### src/rtl/tlc5941_pkg.sv
// Shared constants and word types for the TLC5941 device model and the pixel driver bench.
package tlc5941_pkg;

    localparam int CHANNELS      = 16;
    localparam int GS_BITS       = 12;
    localparam int DC_BITS       = 6;
    localparam int GS_FRAME_BITS = CHANNELS * GS_BITS;
    localparam int DC_FRAME_BITS = CHANNELS * DC_BITS;
    localparam int CNT_BITS      = 8;

    typedef logic [GS_FRAME_BITS-1:0] gs_word_t;
    typedef logic [DC_FRAME_BITS-1:0] dc_word_t;

    // Pin positions inside the synchronizer vectors
    localparam int PIN_SCLK  = 0;
    localparam int PIN_SIN   = 1;
    localparam int PIN_XLAT  = 2;
    localparam int PIN_MODE  = 3;
    localparam int PIN_BLANK = 4;
    localparam int PIN_GSCLK = 5;

    function automatic logic [GS_BITS-1:0] gs_channel(input gs_word_t word, input int n);
        return word[n*GS_BITS +: GS_BITS];
    endfunction

endpackage

### src/rtl/tlc5941_pwm.sv
// Grayscale PWM engine: one shared counter compared against each channel's latched GS value.
module tlc5941_pwm
    import tlc5941_pkg::*;
(
    input  logic                     clock,
    input  logic                     reset_n,
    input  logic                     blank,
    input  logic                     gsclk_edge,
    input  logic [GS_FRAME_BITS-1:0] gs_latched,
    output logic [CHANNELS-1:0]      led_out
);

    logic [GS_BITS-1:0]  gs_cnt_r;
    logic                started_r;
    logic [CHANNELS-1:0] led_next_s;
    logic [CHANNELS-1:0] led_out_r;

    // Counter and start flag; the first gsclk edge after blank only arms the cycle
    always_ff @(posedge clock or negedge reset_n) begin
        if (!reset_n) begin
            gs_cnt_r  <= {GS_BITS{1'b0}};
            started_r <= 1'b0;
        end else if (blank) begin
            gs_cnt_r  <= {GS_BITS{1'b0}};
            started_r <= 1'b0;
        end else if (gsclk_edge) begin
            if (!started_r) begin
                started_r <= 1'b1;
            end else if (gs_cnt_r != {GS_BITS{1'b1}}) begin
                gs_cnt_r <= gs_cnt_r + {{(GS_BITS-1){1'b0}}, 1'b1};
            end
        end
    end

    // Per-channel comparators
    always_comb begin
        led_next_s = {CHANNELS{1'b0}};
        for (int n = 0; n < CHANNELS; n++) begin
            if (!blank && started_r && (gs_cnt_r < gs_channel(gs_latched, n))) begin
                led_next_s[n] = 1'b1;
            end else begin
                led_next_s[n] = 1'b0;
            end
        end
    end

    // Registered channel outputs
    always_ff @(posedge clock or negedge reset_n) begin
        if (!reset_n) begin
            led_out_r <= {CHANNELS{1'b0}};
        end else begin
            led_out_r <= led_next_s;
        end
    end

    assign led_out = led_out_r;

endmodule

### src/rtl/tlc5941_receiver.sv
// TLC5941 receiver: oversampled serial interface, GS/DC latches, framing check and PWM outputs.
module tlc5941_receiver
    import tlc5941_pkg::*;
(
    input  logic                          clock,
    input  logic                          reset_n,
    input  logic                          led_sclk,
    input  logic                          led_sin,
    input  logic                          led_xlat,
    input  logic                          led_mode,
    input  logic                          led_blank,
    input  logic                          led_gsclk,
    output logic                          led_sout,
    output logic [CHANNELS-1:0]           led_out,
    output logic [CHANNELS*GS_BITS-1:0]   gs_latched,
    output logic [CHANNELS*DC_BITS-1:0]   dc_latched,
    output logic                          frame_err
);

    logic [5:0]               pins_s;
    logic [5:0]               sync1_r;
    logic [5:0]               sync2_r;
    logic [3:0]               prev_r;
    logic                     sclk_edge_s;
    logic                     xlat_edge_s;
    logic                     gsclk_edge_s;
    logic                     mode_s;
    logic                     mode_chg_s;
    logic                     blank_s;
    logic                     sin_s;

    gs_word_t                 shift_r;
    gs_word_t                 shift_next_s;
    logic [CNT_BITS-1:0]      bit_cnt_r;
    logic [CNT_BITS-1:0]      cnt_next_s;
    logic                     frame_bad_s;
    gs_word_t                 gs_r;
    dc_word_t                 dc_r;
    logic                     frame_err_r;
    logic                     sout_r;

    assign pins_s = {led_gsclk, led_blank, led_mode, led_xlat, led_sin, led_sclk};

    // Two-flop synchronizers plus previous-value flops for the edge-sensitive pins
    always_ff @(posedge clock or negedge reset_n) begin
        if (!reset_n) begin
            sync1_r <= 6'd0;
            sync2_r <= 6'd0;
            prev_r  <= 4'd0;
        end else begin
            sync1_r <= pins_s;
            sync2_r <= sync1_r;
            prev_r  <= {sync2_r[PIN_GSCLK], sync2_r[PIN_MODE], sync2_r[PIN_XLAT], sync2_r[PIN_SCLK]};
        end
    end

    assign sclk_edge_s  = sync2_r[PIN_SCLK]  & ~prev_r[0];
    assign xlat_edge_s  = sync2_r[PIN_XLAT]  & ~prev_r[1];
    assign mode_chg_s   = sync2_r[PIN_MODE]  ^  prev_r[2];
    assign gsclk_edge_s = sync2_r[PIN_GSCLK] & ~prev_r[3];
    assign mode_s       = sync2_r[PIN_MODE];
    assign blank_s      = sync2_r[PIN_BLANK];
    assign sin_s        = sync2_r[PIN_SIN];

    // Shift and count first so a coincident xlat sees the new bit and the post-increment count
    always_comb begin
        shift_next_s = shift_r;
        cnt_next_s   = bit_cnt_r;
        if (sclk_edge_s) begin
            shift_next_s = {shift_r[GS_FRAME_BITS-2:0], sin_s};
            if (bit_cnt_r != {CNT_BITS{1'b1}}) begin
                cnt_next_s = bit_cnt_r + {{(CNT_BITS-1){1'b0}}, 1'b1};
            end else begin
                cnt_next_s = bit_cnt_r;
            end
        end else begin
            shift_next_s = shift_r;
        end
        if (mode_s) begin
            frame_bad_s = (cnt_next_s != CNT_BITS'(DC_FRAME_BITS));
        end else begin
            frame_bad_s = (cnt_next_s != CNT_BITS'(GS_FRAME_BITS));
        end
    end

    // Shift register, bit counter, latches and sticky framing flag
    always_ff @(posedge clock or negedge reset_n) begin
        if (!reset_n) begin
            shift_r     <= {GS_FRAME_BITS{1'b0}};
            bit_cnt_r   <= {CNT_BITS{1'b0}};
            gs_r        <= {GS_FRAME_BITS{1'b0}};
            dc_r        <= {DC_FRAME_BITS{1'b0}};
            frame_err_r <= 1'b0;
            sout_r      <= 1'b0;
        end else begin
            shift_r <= shift_next_s;
            sout_r  <= mode_s ? shift_next_s[DC_FRAME_BITS-1] : shift_next_s[GS_FRAME_BITS-1];
            if (xlat_edge_s || mode_chg_s) begin
                bit_cnt_r <= {CNT_BITS{1'b0}};
            end else begin
                bit_cnt_r <= cnt_next_s;
            end
            if (xlat_edge_s) begin
                if (mode_s) begin
                    dc_r <= shift_next_s[DC_FRAME_BITS-1:0];
                end else begin
                    gs_r <= shift_next_s;
                end
                if (frame_bad_s) begin
                    frame_err_r <= 1'b1;
                end
            end
        end
    end

    tlc5941_pwm u_pwm (
        .clock      (clock),
        .reset_n    (reset_n),
        .blank      (blank_s),
        .gsclk_edge (gsclk_edge_s),
        .gs_latched (gs_r),
        .led_out    (led_out)
    );

    assign led_sout   = sout_r;
    assign gs_latched = gs_r;
    assign dc_latched = dc_r;
    assign frame_err  = frame_err_r;

endmodule

### config.mk
export PLATFORM = sky130hd
export DESIGN_NAME = tlc5941_receiver
export DESIGN_NICKNAME = d
export VERILOG_FILES = /design/src/rtl/tlc5941_pkg.sv /design/src/rtl/tlc5941_pwm.sv /design/src/rtl/tlc5941_receiver.sv
export SDC_FILE = /design/constraint.sdc
export NUM_CORES = 1
export LEC_CHECK = 0
export CORE_ASPECT_RATIO = 0.75
export CORE_UTILIZATION = 50
export CTS_CLUSTER_DIAMETER = 150
export DETAILED_ROUTE_END_ITERATION = 10
export PLACE_DENSITY = 0.84
export SYNTH_ARGS = -nofsm -noshare
export SYNTH_HDL_FRONTEND = slang
export SYNTH_SLANG_ARGS = --single-unit
export TNS_END_PERCENT = 20
### constraint.sdc
create_clock -name clock -period 1.9 [get_ports clock]
set_input_delay 0.38 -clock clock [delete_from_list [all_inputs] [get_ports clock]]
set_output_delay 0.38 -clock clock [all_outputs]
set_load 0.02 [all_outputs]
==> results.py <==
metrics = {
    "drt": {
        "ant_nets": 0,
        "drt_iter0_drc": 1501,
        "vias_per_cell": 5.48,
        "routedWlPerCell_um": 19.1,
        "vias": 18900,
        "drt-total-wl_mm": 65.7,
        "drtPass1Iterations": 5,
        "route.detailed.drc": 0,
    },
    "placement": {
        "hpwl_mm": 45.8,
        "pre_cts_ws_ps": -72.5,
        "io_buffers": 313,
        "dp_cells": 3341,
        "globalplace.congestion": 0.876,
    },
    "setup_path": {
        "cpPeakStageDelay_ps": 490,
        "worst-path-max-fanout": 5,
        "cp_data_arrival_time_ps": 2460,
        "critPathBufInv": 1,
        "crit_chain": "clkbuf_16 -> ha_1 -> a21o_1 -> a21oi_1 -> o21ai_1 -> a2111oi_2 -> or3_1",
        "cp-startpoint": "u_pwm.gs_cnt_r[1]",
        "path_delay_family": "compound AO/OA/AOI/OAI gates",
        "start_kind": "register",
        "worst-setup-path-type": "register to register",
        "cp-end-kind": "register",
        "reg2reg_from": "u_pwm.gs_cnt_r[1]",
        "cp.required_ps": 2430,
        "cpMaxStageDelayCell": "dfrtp_2",
    },
    "status": {
        "violations": "negative setup slack",
        "status": "complete, but fails checks",
    },
    "floorplan": {
        "rows": 69,
        "die_height_um": 192,
        "die_w_um": 255,
        "coreArea_um2": 47400,
        "die_area_um2": 48900,
        "initial_utilization": 0.506,
        "ios": 314,
    },
    "timing": {
        "final_max_slew_viol_count": 0,
        "post-route-period-util": 1.02,
        "fin_ws_ps": -34.0,
        "setup_viol": 6,
        "timing.fmax_mhz": 517,
        "slew_headroom": 0.682,
        "tightest_slew_ps": 463,
        "hold_viol": 0,
        "clock_skew_ps": 24.3,
        "period_minus_slack_ps": 1930,
        "rsz0062_at_grt": "true",
    },
    "pwr": {
        "p_comb_frac": 0.134,
        "p_clk_frac": 0.393,
        "power_frac_seq": 0.473,
        "p_total_uw": 26900,
        "irDropWorstVdd_mv": 0.641,
        "p_int_uw": 19600,
        "switchingPower_uw": 7340,
        "powerDensity_nw_per_um2": 884,
        "sw_frac_of_total": 0.273,
        "leakagePower_uw": 0.0167,
    },
    "yosys": {
        "synthDistinctLibCells": 47,
        "synth_top_cell_area_share": 0.558,
        "synth-edff-count": 0,
        "synth_largest_area_cell": "dfrtp_1",
        "synth_area_um2": 24000,
        "synth_seq_area_share": 0.558,
        "ys_ff_latch": 535,
        "syn_inst": 2396,
        "synthFlopType": "dfrtp_1",
        "async_flop_share": 1.00,
        "postSynthAreaPerCell_um2": 10.0,
        "yosys-top-cells-area": "dfrtp_1 56%, ha_1 9.3%, nand2_1 7.6%",
        "synth_fp_nets": 2582,
        "ys_warn_count": 0,
    },
    "layout": {
        "diodes": 0,
        "finalNetCount": 2949,
        "syn2layout_area_growth_pct": 26.8,
        "drive_gt1_frac": 0.0953,
        "stdcell_count": 3440,
        "utilization": 0.642,
        "n_fill_cell": 3530,
    },
    "global_route": {
        "globalRouteTotalUtil": 0.269,
        "grt_max_degree": 89,
        "first_global_vias": 18900,
        "grt_overflow": 0,
        "grt_first_pass_wirelength_mm": 102,
        "antenna_found_initial": 4,
    },
    "cts": {
        "numCtsBuffers": 50,
        "clock_path_buffers": 3,
        "cts_tree": "yes",
        "insertion_delay_ps": 600,
        "clk_pin_slew_worst_paths_ps": 60,
        "root_buffer": "clkbuf_16",
        "h-tree-depth": 2,
        "clock_sinks": 535,
    },
    "worst_hold_path": {
        "worstHoldStart": "led_sin",
        "min_path_type": "input pin to register",
    },
    "run": {
        "cap_violations": 0,
    },
}
-- registers in the layout, summed over array words and instances, names as in the netlist --
register,flops
bit_cnt_r,8
dc_latched,96
frame_err,1
gs_latched,192
led_sout,1
prev_r,4
shift_r,192
sync1_r,6
sync2_r,6
u_pwm.gs_cnt_r,12
u_pwm.led_out,16
u_pwm.started_r,1
-- area by class of cell --
class,instances,area [um^2],area share
Sequential cell,535,13400,0.440
Multi-Input combinational cell,1478,9360,0.308
Timing Repair Buffer,422,4090,0.134
Clock buffer,74,1520,0.0500
Inverter,276,1040,0.0340
Tap cell,639,800,0.0263
Clock inverter,16,219,0.00720
-- worst paths after layout --
path,to,slack (ps),depth (start not counted)
setup / recovery,u_pwm.led_out[11],-30,7
hold reg to reg,sync2_r[4],350,0
max in group asynchronous,shift_r[64],770,4
setup reg to reg,u_pwm.led_out[11],-30,7
hold / removal,sync1_r[1],220,1
min in group asynchronous,shift_r[115],290,2
-- metrics by stage --
stage               hold slack (ps)  instance area, um^2  setup TNS (ps)
global placement                302                28700               0
detailed placement              304                28700            -160
floorplan                      84.4                24000           -7.57
CTS                             203                30100            -126
global route                    216                30400            -600
finish                          225                30400            -149
-- Yosys cell counts (all sizes together), types with 17 or more instances --
master	count
clkbuf	52
mux2i	98
ha	178
inv	276
o21ai	222
nor3	18
a21o	32
a211o	29
or3	17
nand2	483
nor2	117
dfrtp	535
buf	55
nand2b	33
a31oi	18
a21oi	135
nand3	22
-- layer usage --
metal,share of wire,up-vias,GRT usage
met2,0.47,818,0.431
met3,0.085,159,0.0634
met4,0.030,4,0.0947
met1,0.42,9200,0.358
li1,-,8672,-
met5,0.00033,-,0
-- logic make-up after synthesis --
family | synth area share
mux | 0.0446
xor+xnor | 0.00475
fa+ha+maj | 0.0928
buf+inv | 0.0641
simple gates | 0.122
flops | 0.558
compound gates | 0.113
-- what timing repair did --
| action | 4_1_cts | 5_1_grt |
|---|---|---|
| pin swaps | 11 | 34 |
| gates resized for setup | 312 | 53 |
| setup endpoints to repair | 314 | 36 |
| cloned | 0 | 1 |
| setup buffers | 0 | 7 |
| hold endpoints to repair | 27 | 0 |
| hold buffers | 1 | 0 |
-- power groups by stage --
stage / Clock [uW] / Sequential, uW / Combinational (uW)
after CTS: 10700 / 12700 / 3600
after detailed placement: 0 / 12900 / 3900
after floorplan: 0 / 13300 / 1350
final: 10600 / 12700 / 3620
after global placement: 0 / 12900 / 3780
after global routing: 11200 / 12800 / 3940
-- layout by cell type, fill, tap and decap left out, types with 6 or more instances in the layout --
| cell type | n |
|---|---|
| a2111oi_2 | 10 |
| a211o_1 | 29 |
| a21o_1 | 32 |
| a21oi_1 | 118 |
| a21oi_2 | 17 |
| a31oi_1 | 17 |
| buf_12 | 39 |
| buf_4 | 67 |
| clkbuf_1 | 7 |
| clkbuf_16 | 52 |
| clkbuf_8 | 16 |
| clkdlybuf4s50_1 | 6 |
| clkinv_2 | 7 |
| dfrtp_1 | 524 |
| dfrtp_2 | 10 |
| dlygate4sd2_1 | 306 |
| ha_1 | 169 |
| ha_4 | 9 |
| inv_1 | 276 |
| mux2_2 | 8 |
| mux2i_1 | 96 |
| nand2_1 | 482 |
| nand2b_1 | 31 |
| nand3_1 | 22 |
| nor2_1 | 116 |
| nor3_1 | 18 |
| o21ai_0 | 24 |
| o21ai_1 | 194 |
| or3_1 | 16 |
| xnor2_1 | 7 |
(Power assumes the default switching activity.)
